**src/rtl/sample_stream_ctrl.sv**
```systemverilog
// rtl/sample_stream_ctrl.sv - sample clock sequencer and packetiser for the counter sample generator
module sample_stream_ctrl #(
   parameter int C_M_AXIS_DATA_WIDTH = 32,
   parameter int C_DIV_WIDTH         = 16,
   parameter int C_LEN_WIDTH         = 16
) (
   input  logic                           ACLK,
   input  logic                           ARESETN,
   input  logic                           start,
   input  logic                           stop,
   input  logic [C_DIV_WIDTH-1:0]         clk_div,
   input  logic [C_LEN_WIDTH-1:0]         period_len,
   output logic                           gen_sample_clk,
   output logic                           gen_enable,
   input  logic [C_M_AXIS_DATA_WIDTH-1:0] gen_data,
   input  logic                           gen_valid,
   output logic [C_M_AXIS_DATA_WIDTH-1:0] m_axis_tdata,
   output logic                           m_axis_tvalid,
   input  logic                           m_axis_tready,
   output logic                           m_axis_tlast,
   output logic                           busy,
   output logic                           overflow
);

   localparam logic [C_DIV_WIDTH-1:0] DIV_ONE = {{(C_DIV_WIDTH-1){1'b0}}, 1'b1};
   localparam logic [C_LEN_WIDTH-1:0] LEN_ONE = {{(C_LEN_WIDTH-1){1'b0}}, 1'b1};

   typedef enum logic [1:0] {
      S_IDLE  = 2'd0,
      S_RUN   = 2'd1,
      S_DRAIN = 2'd2
   } state_t;

   state_t                 state;
   logic [C_DIV_WIDTH-1:0] div_shadow;
   logic [C_LEN_WIDTH-1:0] len_shadow;
   logic [C_DIV_WIDTH-1:0] div_cnt;
   logic [C_LEN_WIDTH-1:0] beat_cnt;
   logic                   stop_pending;

   logic                   handshake;
   logic                   buf_free;
   logic                   capture;
   logic                   drop;
   logic                   last_beat;
   logic [C_LEN_WIDTH-1:0] beat_cnt_nxt;
   logic [C_LEN_WIDTH-1:0] beat_cnt_after;
   logic                   stop_req;
   logic                   stop_now;
   logic                   div_tc;
   logic [C_DIV_WIDTH-1:0] div_eff;
   logic [C_LEN_WIDTH-1:0] len_eff;

   // Capture, packet-boundary and divider decode shared by the FSM and the stream buffer
   always_comb begin
      handshake      = m_axis_tvalid && m_axis_tready;
      // The single buffer entry can take a new sample if it is empty or draining this cycle.
      buf_free       = !m_axis_tvalid || m_axis_tready;
      capture        = (state == S_RUN) && gen_valid && buf_free;
      drop           = (state == S_RUN) && gen_valid && !buf_free;
      last_beat      = (beat_cnt == (len_shadow - LEN_ONE));
      beat_cnt_nxt   = last_beat ? '0 : (beat_cnt + LEN_ONE);
      beat_cnt_after = capture ? beat_cnt_nxt : beat_cnt;
      stop_req       = stop || stop_pending;
      // Leave RUN only when the packet position after this cycle is a boundary, so a sample
      // loading alongside the stop pulse can never open a packet that would be cut short.
      stop_now       = (state == S_RUN) && stop_req && (beat_cnt_after == '0);
      div_tc         = (div_cnt == (div_shadow - DIV_ONE));
      div_eff        = (clk_div == '0) ? DIV_ONE : clk_div;
      len_eff        = (period_len == '0) ? LEN_ONE : period_len;
   end

   // Sequencer: state, generator clock/enable, stop bookkeeping and sticky overflow
   always_ff @(posedge ACLK) begin
      if (!ARESETN) begin
         state          <= S_IDLE;
         busy           <= 1'b0;
         gen_enable     <= 1'b0;
         gen_sample_clk <= 1'b0;
         div_cnt        <= '0;
         div_shadow     <= '0;
         len_shadow     <= '0;
         stop_pending   <= 1'b0;
         overflow       <= 1'b0;
      end else begin
         case (state)
            S_IDLE: begin
               if (start) begin
                  div_shadow     <= div_eff;
                  len_shadow     <= len_eff;
                  div_cnt        <= '0;
                  gen_sample_clk <= 1'b0;
                  gen_enable     <= 1'b1;
                  overflow       <= 1'b0;
                  stop_pending   <= 1'b0;
                  busy           <= 1'b1;
                  state          <= S_RUN;
               end
            end

            S_RUN: begin
               if (div_tc) begin
                  div_cnt        <= '0;
                  gen_sample_clk <= ~gen_sample_clk;
               end else begin
                  div_cnt <= div_cnt + DIV_ONE;
               end
               if (stop) begin
                  stop_pending <= 1'b1;
               end
               if (drop) begin
                  overflow <= 1'b1;
               end
               // Placed last so the forced-low sample clock overrides a divider toggle.
               if (stop_now) begin
                  gen_enable     <= 1'b0;
                  gen_sample_clk <= 1'b0;
                  state          <= S_DRAIN;
               end
            end

            S_DRAIN: begin
               if (!m_axis_tvalid) begin
                  stop_pending <= 1'b0;
                  busy         <= 1'b0;
                  state        <= S_IDLE;
               end
            end

            default: begin
               gen_enable     <= 1'b0;
               gen_sample_clk <= 1'b0;
               stop_pending   <= 1'b0;
               busy           <= 1'b0;
               state          <= S_IDLE;
            end
         endcase
      end
   end

   // Position of the next captured sample within its packet
   always_ff @(posedge ACLK) begin
      if (!ARESETN) begin
         beat_cnt <= '0;
      end else if ((state == S_IDLE) && start) begin
         beat_cnt <= '0;
      end else if (capture) begin
         beat_cnt <= beat_cnt_nxt;
      end
   end

   // One-entry stream buffer: data and TLAST are only rewritten on capture, so they hold during stalls
   always_ff @(posedge ACLK) begin
      if (!ARESETN) begin
         m_axis_tdata  <= '0;
         m_axis_tlast  <= 1'b0;
         m_axis_tvalid <= 1'b0;
      end else if (capture) begin
         m_axis_tdata  <= gen_data;
         m_axis_tlast  <= last_beat;
         m_axis_tvalid <= 1'b1;
      end else if (handshake) begin
         m_axis_tvalid <= 1'b0;
      end
   end

endmodule

```
**config.mk**
```make
export PLATFORM = sky130hd
export DESIGN_NAME = sample_stream_ctrl
export DESIGN_NICKNAME = d
export VERILOG_FILES = /design/src/rtl/sample_stream_ctrl.sv
export SDC_FILE = /design/constraint.sdc
export NUM_CORES = 1
export LEC_CHECK = 0
export ABC_AREA = 1
export CORE_ASPECT_RATIO = 2
export CORE_MARGIN = 8
export CORE_UTILIZATION = 25
export DETAILED_ROUTE_END_ITERATION = 8
export HOLD_SLACK_MARGIN = 0.15
export SLEW_MARGIN = 20
export SYNTH_ARGS = -nofsm -noshare
export SYNTH_HDL_FRONTEND = slang
export SYNTH_SLANG_ARGS = --single-unit
export TNS_END_PERCENT = 20
```
**constraint.sdc**
```tcl
create_clock -name ACLK -period 5.4 [get_ports ACLK]
set_input_delay 0.81 -clock ACLK [delete_from_list [all_inputs] [get_ports ACLK]]
set_output_delay 0.81 -clock ACLK [all_outputs]
set_load 0.01 [all_outputs]
```
==> results of run 1 <==
==> worst max-delay path, delay by kind of cell <==
family,cells,cell delay [ns]
compound gates,1,0.14
buf+inv,2,0.55
simple gates,15,1.79
==> sequential cells by signal (all words and copies together) (netlist names) <==
| register | cells |
|---|---|
| stop_pending | 1 |
| busy | 1 |
| len_shadow | 16 |
| state | 2 |
| beat_cnt | 16 |
| gen_enable | 1 |
| div_cnt | 16 |
| gen_sample_clk | 1 |
| overflow | 1 |
| m_axis_tvalid | 1 |
| m_axis_tlast | 1 |
| div_shadow | 16 |
| m_axis_tdata | 32 |
==> metrics by stage <==
stage / setup slack, ns / hold WS (ns) / utilization, % / instances / instance area (um^2)
floorplan: 3.01 / 0.426 / - / 858 / 5760
global placement: 2.01 / 0.438 / 31.3 / 1218 / 7080
detailed placement: 1.96 / 0.449 / 31.3 / 1218 / 7080
CTS: 2.33 / 0.460 / 32.6 / 1234 / 7380
global route: 2.10 / 0.492 / 32.6 / 1234 / 7380
finish: 2.36 / 0.461 / 32.6 / 1234 / 7380
==> power by group <==
part | internal (mW) | leakage (nW) | switching [mW] | total [mW]
combinational | 0.194 | 2.09 | 0.269 | 0.462
sequential | 0.815 | 0.856 | 0.0334 | 0.848
clock | 0.374 | 0.145 | 0.314 | 0.687
total | 1.38 | 3.09 | 0.616 | 2.00
==> cell type report <==
cell class | instances | area [um^2] | share of cell area (%)
clock buffers | 10 | 239 | 3.24
clock inverters | 6 | 67.6 | 0.915
flip-flops and latches | 105 | 2100 | 28.5
inverters | 93 | 349 | 4.73
multi-input cells | 626 | 3160 | 42.8
well taps | 280 | 350 | 4.74
repair buffers | 114 | 1120 | 15.1
==> cells by family (layout without fill, tap and decap cells) <==
family,count (synthesis),count (layout),synth area share (%)
AOI/OAI and AO/OA,118,118,10.7
xor gates and xnor gates,52,52,7.91
adders and majority gates,4,4,0.870
buffers and inverters,127,223,8.63
DFF,105,105,36.5
and+or+nand+nor,452,452,35.4
==> cells in the mapped netlist, types with 2 or more instances <==
cell      instances
inv_2             6
nand3b_1         12
nand3_2           2
nor2_4            4
xor2_1           40
buf_6             2
a221oi_1          2
nor4_1            8
nor3b_1           2
nand3_1          65
buf_1             3
clkbuf_1         25
nand4_1          17
buf_2             3
inv_1            87
nor2_2           13
nor3_1            5
a21oi_1          36
o21ai_1           6
nor2_1          149
nand2_1         161
o21ai_0          67
xnor2_1          12
a21o_1            2
o21bai_1          2
or2_2             2
nand2_2           6
dfxtp_1         105
nor3_2            2
ha_1              4
==> worst paths after layout <==
check                                  start           end  slack (ns)  cells past startpoint
worst min-delay path            stop_pending  stop_pending        0.46                      2
worst min register to register  stop_pending  stop_pending        0.46                      2
worst max-delay path               gen_valid    gen_enable        2.36                     18
worst max register to register      state[0]    gen_enable        2.41                     19
==> layout by cell type (no fill, tap or decap), drive strengths merged <==
cell type,synthesis,layout
a221oi,2,2
dfxtp,105,105
clkdlybuf4s50,0,106
o21ai,73,73
a21oi,36,36
o21bai,2,2
o2111ai,1,1
nor3,7,7
clkinv,0,4
or2,3,3
xor2,40,40
nand3,67,67
bufinv,0,1
clkinvlp,0,2
a31oi,1,1
nor4,8,8
a21o,2,2
nor3b,2,2
inv,93,92
xnor2,12,12
ha,4,4
nand4,17,17
buf,8,8
nor2,167,167
nand3b,12,12
o21a,1,1
nand2,168,168
and2,1,1
clkbuf,26,10
==> per-layer routing <==
layer / global-route usage, % / vias up / share of wire [%] / wire [um]
li1: - / 2925 / - / -
met1: 12.1 / 2633 / 36 / 6500
met2: 25.1 / 93 / 57 / 10200
met3: 1.10 / 46 / 1.8 / 315
met4: 8.10 / 0 / 5.0 / 895
met5: 0 / - / 0 / 0
==> impl_metrics.tcl, run 1 <==
set metrics [dict create \
    synth_cell_types 38 \
    wire_per_inst_um 14.5 \
    post-dp-hpwl_um 14100 \
    crit_top_cell "nand2_1" \
    rows 78 \
    io_buffers 107 \
    timing.fmax_mhz 328 \
    period_minus_slack_ns 3.04 \
    crit_chain "clkdlybuf4s50_1, nand2_2, nor2_2, nand3_1, nor3_2, nand2_1, nor2_1, nand2_1, nand2_1, inv_1, o21ai_0, nand2_1, nor2_1, nand3_1, nand2_2, nand2_1, nand2_1, nand2_1" \
    clock_skew_ns 0.00823 \
    routed_wl_um 18000 \
    min_path_type "reg -> reg" \
    syn_avg_cell_area_um2 6.71 \
    rsz0062_at_grt "false" \
    track_usage_pct 12.8 \
    die_w_um 123 \
    yosysTopAreaCell "dfxtp_1" \
    vias 5697 \
    initial_utilization_pct 25.4 \
    powerDensity_mw_per_mm2 271 \
    grt_pass1_vias 5711 \
    ys_top_cells_by_area "dfxtp_1 (37%), nand2_1 (11%), nor2_1 (9.7%), xor2_1 (6.1%), o21ai_0 (5.8%)" \
    fin_tns_setup_ns 0 \
    route.detailed.drc 0 \
    ant_nets 0 \
    finalCritPeriodShare_pct 56.4 \
    fillers 2480 \
    netlist.area_leader.share_pct 36.5 \
    cellLeakagePower_nw 3.09 \
    yosys_most_used_dff "dfxtp_1" \
    final_nets 1023 \
    final_layout_size_suffix_gt1_share_pct 6.39 \
    die_h_um 231 \
    holdBufCountCts 0 \
    syn_area_mm2 0.00576 \
    setup_viol 0 \
    critPathKind "in -> reg" \
    grt_pass1_wl_um 28500 \
    crit_required_ns 5.65 \
    endpoint_kind "register" \
    cts_resized 0 \
    ir_worst_vdd_v 0.000127 \
    critical_path.max_fanout 9 \
    cts_tree "yes" \
    clockBufferDepth 2 \
    synth-seq-cells 105 \
    drv_cap 0 \
    crit_arrival_ns 3.29 \
    clock_latency_ns 0.35 \
    htreeDepth 3 \
    clockRootBuffer "clkbuf_16" \
    worst_path_max_delay_cell "clkdlybuf4s50_1" \
    gp_congestion 0.854 \
    power.total_mw 2.00 \
    via_per_inst 4.62 \
    cts_buffers 9 \
    synth_cells 858 \
    die_area_mm2 0.0284 \
    core_area_mm2 0.0226 \
    clock_sinks 105 \
    drtPass1Iterations 5 \
    async_flop_share_pct 0 \
    drt_first_iter_violations 154 \
    postCtsSetupBuffers 0 \
    path_clk_slew_ns 0.07 \
    finalMaxSlewViolations 0 \
    worst_pin_slew_ns 1.01 \
    slew_headroom_pct 32.5 \
    antenna_cells 0 \
    antenna_found_initial 0 \
    seq_area_frac_synth_pct 36.5 \
    synth_warnings 0 \
    synth_fp_nets 932 \
    cp-start-kind "input port" \
    io_pins 108 \
    grt_max_degree 39 \
    synth_edf_count 0 \
    area_growth_pct 28.3 \
    grt-ovfl-total 0 \
    outcome "completed" \
    max_stage_delay_ns 0.51 \
    finalHoldViolations 0 \
]
Power figures use the tool's default switching activity.
==> inputs of run 2 (changes only) <==
clock period = 3 ns   (was 5.4 ns; I/O delays follow)
==> impl_metrics.tcl, run 2 (same netlist as run 1, synthesis figures left out) <==
set metrics [dict create \
    outcome "completed" \
    holdBufCountCts 0 \
    drt_first_iter_violations 197 \
    grt_max_degree 32 \
    largest_reg_flops 32 \
    endpoint_kind "register" \
    routed_wl_um 18700 \
    grt-ovfl-total 0 \
    vias 5691 \
    rows 78 \
    route.detailed.drc 0 \
    fillers 2494 \
    critical_path.max_fanout 4 \
    rr_endpoint "gen_enable" \
    clock_sinks 105 \
    crit_arrival_ns 3.00 \
    final_nets 1035 \
    timing.fmax_mhz 366 \
    final_cells 1247 \
    io_buffers 107 \
    die_area_mm2 0.0284 \
    drtPass1Iterations 4 \
    clockBufferDepth 2 \
    power.total_mw 3.57 \
    track_usage_pct 13.6 \
    critPathKind "reg -> reg" \
    grt_pass1_wl_um 29700 \
    min_path_type "reg -> reg" \
    powerDensity_mw_per_mm2 479 \
    postCtsSetupBuffers 0 \
    htreeDepth 3 \
    clockRootBuffer "clkbuf_16" \
    ff2ff_path_depth 20 \
    worst-r2r-setup-slack_ns 0.27 \
    finalHoldViolations 0 \
    via_per_inst 4.56 \
    wire_per_inst_um 15.0 \
    clock_skew_ns 0.00750 \
    cp-start-kind "register" \
    die_h_um 231 \
    initial_utilization_pct 25.4 \
    slew_headroom_pct 65.4 \
    path_clk_slew_ns 0.07 \
    die_w_um 123 \
    core_area_mm2 0.0226 \
    mostFrequentLayoutCells "nand2_1 (161), nor2_1 (149), clkdlybuf4s50_1 (106)" \
    placedCellCount 1230 \
    ant_nets 0 \
    worst_pin_slew_ns 0.514 \
    critical_path.endpoint "gen_enable" \
    area_growth_pct 29.6 \
    clock_latency_ns 0.37 \
    antenna_found_initial 1 \
    grt_pass1_vias 5743 \
    setup_viol 0 \
    gp_congestion 0.862 \
    layout_commonest_cell "nand2_1" \
    top_register "m_axis_tdata" \
    cellLeakagePower_nw 3.13 \
    post-dp-hpwl_um 14800 \
    timing.rr.start "len_shadow[0]" \
    final_layout_size_suffix_gt1_share_pct 7.45 \
    cts_tree "yes" \
    drv_cap 0 \
    finalCritPeriodShare_pct 91.0 \
    finalMaxSlewViolations 0 \
    fin_tns_setup_ns 0 \
    period_minus_slack_ns 2.73 \
    startpoint "len_shadow[0]" \
    crit_required_ns 3.27 \
    io_pins 108 \
    ir_worst_vdd_v 0.000290 \
    cts_buffers 9 \
]
run 2: metal layers:
metal | up-vias | share of wire (%) | track usage (%) | wire length, um
met5 | - | 0 | 0 | 0
met4 | 0 | 4.3 | 7.50 | 794
met3 | 41 | 1.8 | 1.98 | 342
met2 | 84 | 58 | 27.0 | 10800
met1 | 2618 | 36 | 12.5 | 6710
li1 | 2948 | - | - | -
run 2: final cells by class:
class / count / area [um^2] / share of cell area, %
Multi-Input combinational cell: 626 / 3160 / 42.4
Inverter: 93 / 349 / 4.68
Antenna cell: 1 / 2.50 / 0.0335
Clock inverter: 5 / 40.0 / 0.537
Timing Repair Buffer: 126 / 1210 / 16.2
Tap cell: 280 / 350 / 4.70
Sequential cell: 105 / 2100 / 28.2
Clock buffer: 11 / 243 / 3.25
run 2: per-stage QoR:
step	cell area (um^2)	hold slack [ns]	utilization [%]	setup WS [ns]
CTS	7450	0.458	32.9	0.209
detailed placement	7170	0.446	31.7	0.206
global placement	7170	0.438	31.7	0.234
finish	7460	0.452	32.9	0.271
global route	7460	0.481	32.9	-0.00921
floorplan	5760	0.426	-	0.852
run 2: repair_timing:
item / 4_1_cts / 5_1_grt
hold endpoints to repair: 0 / 0
setup endpoints to repair: 0 / 2
gates resized for setup: 0 / 1
run 2: worst min path at each step:
| stage | depth (start not counted) | start | slack, ns | end |
|---|---|---|---|---|
| after detailed placement | 2 | stop_pending | 0.45 | stop_pending |
| after global placement | 2 | stop_pending | 0.44 | stop_pending |
| after CTS | 2 | stop_pending | 0.46 | stop_pending |
| after global routing | 2 | stop_pending | 0.48 | stop_pending |
| after floorplan | 2 | stop_pending | 0.43 | stop_pending |
| final | 2 | stop_pending | 0.45 | stop_pending |
run 2: worst max-delay path, stage by stage, from the launching register on:
cell,delay (ns)
dfxtp_1,0.37
inv_2,0.08
ha_1,0.30
inv_1,0.06
nand2_1,0.04
nand2_1,0.06
nand2_1,0.06
nor2_1,0.10
nand2_1,0.05
nor2_1,0.16
nand3_1,0.11
nor2_2,0.16
nand2_1,0.14
a21oi_1,0.22
nand3_1,0.13
nor2_1,0.17
nand3_1,0.14
nand2_2,0.10
nand2_1,0.06
nand2_1,0.07
nand2_1,0.04
run 2: power breakdown:
part / total, mW / switching, mW / internal (mW)
logic: 0.865 / 0.499 / 0.366
clock network: 1.18 / 0.591 / 0.592
registers: 1.53 / 0.0594 / 1.47
==> inputs of run 3 (changes only) <==
SETUP_SLACK_MARGIN = 0.5   (was unset)
==> impl_metrics.tcl, run 3 (same netlist as run 1, synthesis figures left out) <==
set metrics [dict create \
    top_layer "met4" \
    finalInstanceArea_mm2 0.00780 \
    htreeDepth 3 \
    routed-wl-met2_um 11200 \
    route.detailed.drc 0 \
    initial_utilization_pct 25.4 \
    placed_cell_area_mm2 0.00717 \
    timing.rr.start "len_shadow[7]" \
    max_stage_delay_ns 0.40 \
    clockRootBuffer "clkbuf_16" \
    core_area_mm2 0.0226 \
    fillers 2459 \
    area_growth_pct 35.6 \
    gp_congestion 0.862 \
    grt_pass1_vias 5850 \
    final_cells 1260 \
    critical_path.max_fanout 6 \
    clock_skew_ns 0.00956 \
    cts_buffers 9 \
    clockBufferDepth 2 \
    grt-ovfl-total 0 \
    final_nets 1048 \
    holdBufCountCts 0 \
    outcome "completed" \
    post-dp-hpwl_um 14800 \
    setup_ws_ns 0.594 \
    wire_per_inst_um 15.3 \
    ff2ff_path_depth 18 \
    crit_top_cell "nand2_1" \
    power.total_mw 3.65 \
    drv_cap 0 \
    hp-start "stop_pending" \
    min_path_type "reg -> reg" \
    period_minus_slack_ns 2.41 \
    io_buffers 107 \
    mostFrequentLayoutCells "nand2_1 (158), nor2_1 (140), clkdlybuf4s50_1 (106)" \
    worst_path_max_delay_cell "dfxtp_1" \
    whs_ns 0.452 \
    top_register "m_axis_tdata" \
    clock_sinks 105 \
    die_w_um 123 \
    endpoint_kind "register" \
    hold_path_end "stop_pending" \
    cp-start-kind "register" \
    worst_pin_slew_ns 0.571 \
    setup_viol 0 \
    holdPathStages 2 \
    vias 5833 \
    clock_latency_ns 0.37 \
    layout_commonest_cell "nand2_1" \
    antenna_found_initial 1 \
    crit_required_ns 3.27 \
    crit_chain "nor2_4, nand2_1, nor2_1, nand2_1, nand2_1, nand2_1, nor2_1, nand2_1, nor2_4, nand3_4, nand2_4, nand3_2, nor2_4, nand3_2, nand2_2, nand2_1, nand2_1, nand2_1" \
    finalMaxSlewViolations 0 \
    final_layout_size_suffix_gt1_share_pct 12.5 \
    track_usage_pct 13.9 \
    drt_first_iter_violations 189 \
    drtPass1Iterations 4 \
    crit_arrival_ns 2.67 \
    powerDensity_mw_per_mm2 468 \
    final_util_pct 34.5 \
    io_pins 108 \
    rows 78 \
    via_per_inst 4.63 \
    die_area_mm2 0.0284 \
    placedCellCount 1230 \
    place_ws_ns 0.206 \
    die_h_um 231 \
    worst-r2r-setup-slack_ns 0.59 \
    rr_endpoint "gen_enable" \
    fin_tns_setup_ns 0 \
    grt_max_degree 32 \
    path_clk_slew_ns 0.07 \
    timing.fmax_mhz 416 \
    cellLeakagePower_nw 3.28 \
    rsz0062_at_grt "true" \
    ir_worst_vdd_v 0.000287 \
    cts_tree "yes" \
    met1_length_um 6870 \
    slew_headroom_pct 61.6 \
    finalCritPeriodShare_pct 80.2 \
    finalHoldViolations 0 \
    grt_pass1_wl_um 30300 \
    largest_reg_flops 32 \
    wl_met3_um 338 \
    routed_wl_um 19200 \
    ant_nets 0 \
    critPathKind "reg -> reg" \
]
==> run 3: worst max-delay path by stage <==
| stage | start | slack (ns) | end | cells after the start |
|---|---|---|---|---|
| after detailed placement | m_axis_tready | 0.21 | gen_enable | 16 |
| after global placement | gen_valid | 0.23 | gen_enable | 16 |
| after global routing | beat_cnt[1] | 0.40 | gen_enable | 18 |
| after floorplan | len_shadow[0] | 0.85 | gen_enable | 20 |
| after CTS | len_shadow[2] | 0.52 | gen_enable | 18 |
| final | len_shadow[7] | 0.59 | gen_enable | 18 |
==> run 3: layer usage <==
layer  global-route usage, %  vias up
met5                       0        -
met4                    8.03        0
met3                    1.98       47
met2                    27.5       85
met1                    12.6     2723
li1                        -     2978
==> run 3: timing repair <==
action | 4_1_cts | 5_1_grt
buffers inserted | 6 | 6
endpoints found under the setup margin | 19 | 20
resized for setup | 25 | 39
pin swaps | 14 | 18
cloned | 1 | 0
==> run 3: final cells by class <==
cell class              count  area, um^2  share of cell area, %
clock buffers              11         243                   3.11
diodes                      1        2.50                 0.0321
well taps                 280         350                   4.49
clock inverters             5        40.0                  0.513
flip-flops and latches    105        2110                   27.1
multi-input cells         627        3400                   43.6
repair buffers            138        1300                   16.6
inverters                  93         352                   4.51
==> run 3: report_power, final <==
group          switching [mW]  internal [mW]
logic                   0.544          0.399
registers              0.0635           1.47
clock network           0.587          0.591
==> run 3: critical path: cells and delay by family, from the launching register on <==
kind | cells | cell delay [ns]
and+or+nand+nor | 18 | 1.91
DFF | 1 | 0.40
